**src/rtl/branch_resolve_unit.sv**
```systemverilog
// Execute-stage branch resolver: evaluates branch ops against flags/rs_val and
// drives the registered fetch redirect, wrong-path flush, link write and taken count.
module branch_resolve_unit #(
    parameter int AW           = 10,
    parameter int FLUSH_CYCLES = 2,
    parameter int CNT_W        = 16
) (
    input  logic              clk,
    input  logic              rst,
    input  logic              valid_in,
    input  logic [AW-1:0]     id_ex_NPC,
    input  logic [3:0]        br_op,
    input  logic [AW-1:0]     br_offset,
    input  logic [31:0]       rs_val,
    input  logic              alu_flag_we,
    input  logic              alu_carry,
    input  logic              alu_zero,
    input  logic              alu_sign,
    output logic              PCSrc,
    output logic [AW-1:0]     Ex_NPC,
    output logic              flush,
    output logic              link_we,
    output logic [AW-1:0]     link_data,
    output logic [2:0]        flags,
    output logic [CNT_W-1:0]  taken_cnt
);

    localparam logic [3:0] OP_B    = 4'd1;
    localparam logic [3:0] OP_BR   = 4'd2;
    localparam logic [3:0] OP_BLTZ = 4'd3;
    localparam logic [3:0] OP_BZ   = 4'd4;
    localparam logic [3:0] OP_BNZ  = 4'd5;
    localparam logic [3:0] OP_BL   = 4'd6;
    localparam logic [3:0] OP_BCY  = 4'd7;
    localparam logic [3:0] OP_BNCY = 4'd8;

    localparam logic [2:0] SQ_LOAD = 3'(FLUSH_CYCLES);

    logic              pcsrc_q,   pcsrc_d;
    logic [AW-1:0]     ex_npc_q,  ex_npc_d;
    logic [2:0]        sq_q,      sq_d;
    logic              link_we_q, link_we_d;
    logic [AW-1:0]     link_q,    link_d;
    logic [2:0]        flags_q,   flags_d;
    logic [CNT_W-1:0]  cnt_q,     cnt_d;

    logic              act;
    logic              taken;
    logic [AW-1:0]     target;

    always_comb begin
        act    = valid_in & (sq_q == 3'd0);
        taken  = 1'b0;
        target = id_ex_NPC + br_offset;
        if (br_op == OP_BR) begin
            target = rs_val[AW-1:0];
        end

        // Carry is flags_q[2]; the registered value is used even if an ALU
        // op updates flags in the same cycle.
        case (br_op)
            OP_B, OP_BR, OP_BL: taken = 1'b1;
            OP_BLTZ:            taken = rs_val[31];
            OP_BZ:              taken = (rs_val == 32'd0);
            OP_BNZ:             taken = (rs_val != 32'd0);
            OP_BCY:             taken = flags_q[2];
            OP_BNCY:            taken = ~flags_q[2];
            default:            taken = 1'b0;
        endcase

        pcsrc_d   = 1'b0;
        link_we_d = 1'b0;
        ex_npc_d  = ex_npc_q;
        link_d    = link_q;
        flags_d   = flags_q;
        cnt_d     = cnt_q;
        sq_d      = (sq_q != 3'd0) ? sq_q - 3'd1 : 3'd0;

        if (act && taken) begin
            pcsrc_d  = 1'b1;
            ex_npc_d = target;
            sq_d     = SQ_LOAD;
            if (cnt_q != {CNT_W{1'b1}}) begin
                cnt_d = cnt_q + 1'b1;
            end
        end

        if (act && (br_op == OP_BL)) begin
            link_we_d = 1'b1;
            link_d    = id_ex_NPC;
        end

        if (act && alu_flag_we) begin
            flags_d = {alu_carry, alu_zero, alu_sign};
        end
    end

    always_ff @(posedge clk) begin
        if (!rst) begin
            pcsrc_q   <= 1'b0;
            ex_npc_q  <= '0;
            sq_q      <= 3'd0;
            link_we_q <= 1'b0;
            link_q    <= '0;
            flags_q   <= 3'd0;
            cnt_q     <= '0;
        end else begin
            pcsrc_q   <= pcsrc_d;
            ex_npc_q  <= ex_npc_d;
            sq_q      <= sq_d;
            link_we_q <= link_we_d;
            link_q    <= link_d;
            flags_q   <= flags_d;
            cnt_q     <= cnt_d;
        end
    end

    assign PCSrc     = pcsrc_q;
    assign Ex_NPC    = ex_npc_q;
    assign flush     = (sq_q != 3'd0);
    assign link_we   = link_we_q;
    assign link_data = link_q;
    assign flags     = flags_q;
    assign taken_cnt = cnt_q;

endmodule

```
**config.mk**
```make
export PLATFORM = sky130hd
export DESIGN_NAME = branch_resolve_unit
export DESIGN_NICKNAME = d
export VERILOG_FILES = /design/src/rtl/branch_resolve_unit.sv
export SDC_FILE = /design/constraint.sdc
export NUM_CORES = 1
export LEC_CHECK = 0
export CORE_MARGIN = 2
export CORE_UTILIZATION = 46
export CTS_CLUSTER_DIAMETER = 40
export DETAILED_ROUTE_END_ITERATION = 8
export HOLD_SLACK_MARGIN = 0.02
export PLACE_DENSITY_LB_ADDON = 0.15
export RECOVER_POWER = 100
export SETUP_SLACK_MARGIN = 0.1
export SYNTH_ARGS = -nofsm -noshare
export SYNTH_HDL_FRONTEND = slang
export SYNTH_SLANG_ARGS = --single-unit
```
**constraint.sdc**
```tcl
create_clock -name clk -period 5.6 [get_ports clk]
set_input_delay 1.12 -clock clk [delete_from_list [all_inputs] [get_ports clk]]
set_output_delay 1.12 -clock clk [all_outputs]
set_load 0.03 [all_outputs]
```
==> impl_metrics.ini <==
[status]
status = finished, violations left
failed_checks = capacitance limit, slew limit

[timing]
rsz0062_at_grt = false
period_needed_ps = 4190
timing.final.ws_setup_ps = 1410
finalMaxSlewViolations = 20
min_period_over_period_pct = 74.8
setup_viol_count_final = 0
finalHoldViolCount = 0
final.setup_skew_ps = 6.98
fin_tns_setup_ps = 0
worst_pin_slew_ps = 1870
timing.fmax_mhz = 239
slew_headroom_pct = -25.3

[final_layout]
fillers = 467
multi_input_area_mm2 = 0.00156
n_antenna_cell = 0
areaGrowthSynthToFinish_pct = 46.9
num-nets-final = 481
final_area_mm2 = 0.00372
layout.cells.non_filler = 479
seqCellArea_um2 = 881
layout-drive-gt1-share_pct = 2.46

[yosys]
synth_edf_count = 0
yosysWarnings = 0
ys_types = 48
ys_seq_elements = 44
syn-num-nets = 380
syn-instance-count = 305
synth_ff_type = dfxtp_1
avgSynthCellArea_um2 = 8.30
seq_area_frac_synth_pct = 34.8
async_reset_ff_share_pct = 0
syn_area_mm2 = 0.00253

[floorplanning]
core_mm2 = 0.00541
dieArea_mm2 = 0.00611
row_count = 27
die_w_um = 78.2
num_io_pins = 105
start_util_pct = 46.9
die_y_um = 78.2

[placement]
post-place-ws_ps = 1730
post_dp_cell_area_mm2 = 0.00362
placed_cells = 471
dp_hpwl_um = 5380
placement.io_buffers = 104
place.gp.congestion = 0.845

[route]
viasPerCell = 5.61
drcViolationCount = 0
vias = 2685
avgRoutedWirePerCell_um = 15.0
drt_wl_total_um = 7190
drt_first_iter_violations = 104
ant_nets = 0
first_pass_iters = 4

[power]
peakVddDrop_mv = 0.356
total_power_uw = 890
power_density_mw_per_mm2 = 239
p_leak_uw = 0.00151

[worst_hold_path]
hp-class = reg2reg

[grt]
grt_max_degree = 32
grt_pass1_vias = 2523
antenna_found_initial = 0
grtUsageTotal_pct = 23.8
grt.overflow.total = 0
grt_pass1_wl_um = 11700

[setup_path]
reg2reg_setup_slack_ps = 2540
crit_buf_inv = 1
crit_type = in2reg
crit_family = compound AO/OA/AOI/OAI gates
worstSetupStartpointType = input pin
cp.arrival_ps = 4340
slowest_stage = a211oi_1
worstSetupEndpointType = register
worst-path-max-fanout = 19
path_cells = clkdlybuf4s50_1, nor4_1, nand4_1, o221a_1, a211oi_1, o311a_1, nor3_1
crit_required_ps = 5750
max_stage_delay_ps = 1470

[clocking]
path_clk_slew_ps = 90
clock_sinks = 44
cts_resized = 0
root_buffer = clkbuf_8
cts_tree = done
clock_latency_ps = 300
clock_path_buffers = 2
cts_buffers = 5
holdBufCountCts = 0
post-cts-setup-buffers = 0
ctsHtreeMaxLevel = 2

[run]
maxCapViolations = 1
-- stage by stage --
| step | util (%) | hold WS, ps |
|---|---|---|
| after floorplan | - | 414 |
| after global placement | 66.9 | 428 |
| after detailed placement | 66.9 | 430 |
| after CTS | 69.0 | 444 |
| after global routing | 68.8 | 466 |
| final | 68.8 | 442 |
-- kinds of logic after synthesis --
| family | share of synthesized area (%) |
|---|---|
| and+or+nand+nor | 26.2 |
| AOI/OAI and AO/OA | 19.2 |
| DFF | 34.8 |
| muxes | 7.91 |
| buffers and inverters | 3.21 |
| adders and majority gates | 6.23 |
| xor gates and xnor gates | 2.42 |
-- synthesized netlist by cell type (2+ instances only) --
cell type,instances,area share (%)
a211oi_1,7,2.1
o21ai_0,15,3.0
xnor2_1,4,1.4
xor2_1,3,1.0
nor2b_1,3,0.74
mux2i_1,20,7.9
buf_2,2,0.40
inv_1,7,1.0
nand2_1,29,4.3
clkbuf_1,6,0.89
dfxtp_1,44,35
o21a_1,2,0.59
nand4_1,6,1.5
nor3_1,13,2.6
ha_1,11,5.4
o211a_1,2,0.79
nor4_1,10,2.5
nand2b_1,9,2.2
nor2_1,31,4.6
o211ai_1,5,1.5
or4_1,7,2.1
a21o_1,4,1.2
a21oi_1,18,3.6
or3_1,6,1.5
o31ai_1,8,2.4
nand3_1,11,2.2
-- cell type report --
cell class                      count  share of cell area (%)
Inverter                            7                   0.706
Clock buffer                        5                    1.85
Clock inverter                      3                    1.24
Timing Repair Buffer              105                    28.2
Multi-Input combinational cell    243                    41.9
Tap cell                           72                    2.42
Sequential cell                    44                    23.7
-- placed cells by master (no fill, tap or decap), types with 2 or more instances in the layout --
cell and instances:
a21o_1 4, nor2b_1 3, nor3_1 13, nor4_1 11
inv_1 7, xnor2_1 4, clkdlybuf4s50_1 60, dlygate4sd3_1 44
o211a_1 2, o31ai_1 8, nor2_1 31, a211oi_1 8
o21a_1 2, a21oi_1 18, nand4_1 6, ha_1 11
clkbuf_8 5, nand2b_1 9, mux2i_1 20, nand3_1 11
o211ai_1 5, or3_1 6, o21ai_0 15, xor2_1 3
nand2_1 29, dfxtp_1 44, or4_1 7
-- flip-flops by register name, summed over array words and instances (netlist names) --
register   cells
link_data     10
link_we        1
taken_cnt     16
Ex_NPC        10
PCSrc          1
sq_q           3
flags          3
-- power by group --
| group | internal [uW] | switching (uW) | total, uW |
|---|---|---|---|
| Clock | 135 | 121 | 255 |
| Combinational | 124 | 164 | 287 |
| Sequential | 335 | 12.6 | 347 |
| Total | 593 | 297 | 890 |
-- worst register-to-register path, cell delays in order (launching register included) --
cell	delay, ps
dfxtp_1	350
nor4b_1	320
nor2_1	90
o221a_1	270
a211oi_1	1470
o311a_1	370
nor3_1	40
-- layer usage --
metal,routed length (um),vias up,share of wire (%),track usage (%)
met3,480,9,6.7,4.83
met2,3440,101,48,40.7
met4,114,0,1.6,6.84
met1,3150,1231,44,30.5
met5,0,-,0,0
li1,-,1344,-,-
-- worst paths after layout --
| check | start | endpoint | cells after the start |
|---|---|---|---|
| setup / recovery | rs_val[9] | Ex_NPC[3]$_SDFFE_PN0P_ | 7 |
| hold / removal | sq_q[0]$_SDFF_PP0_ | sq_q[0]$_SDFF_PP0_ | 1 |
| setup reg to reg | flags[2]$_SDFFE_PN0P_ | Ex_NPC[3]$_SDFFE_PN0P_ | 6 |
| hold reg to reg | sq_q[0]$_SDFF_PP0_ | sq_q[0]$_SDFF_PP0_ | 1 |
(Power assumes the default switching activity.)
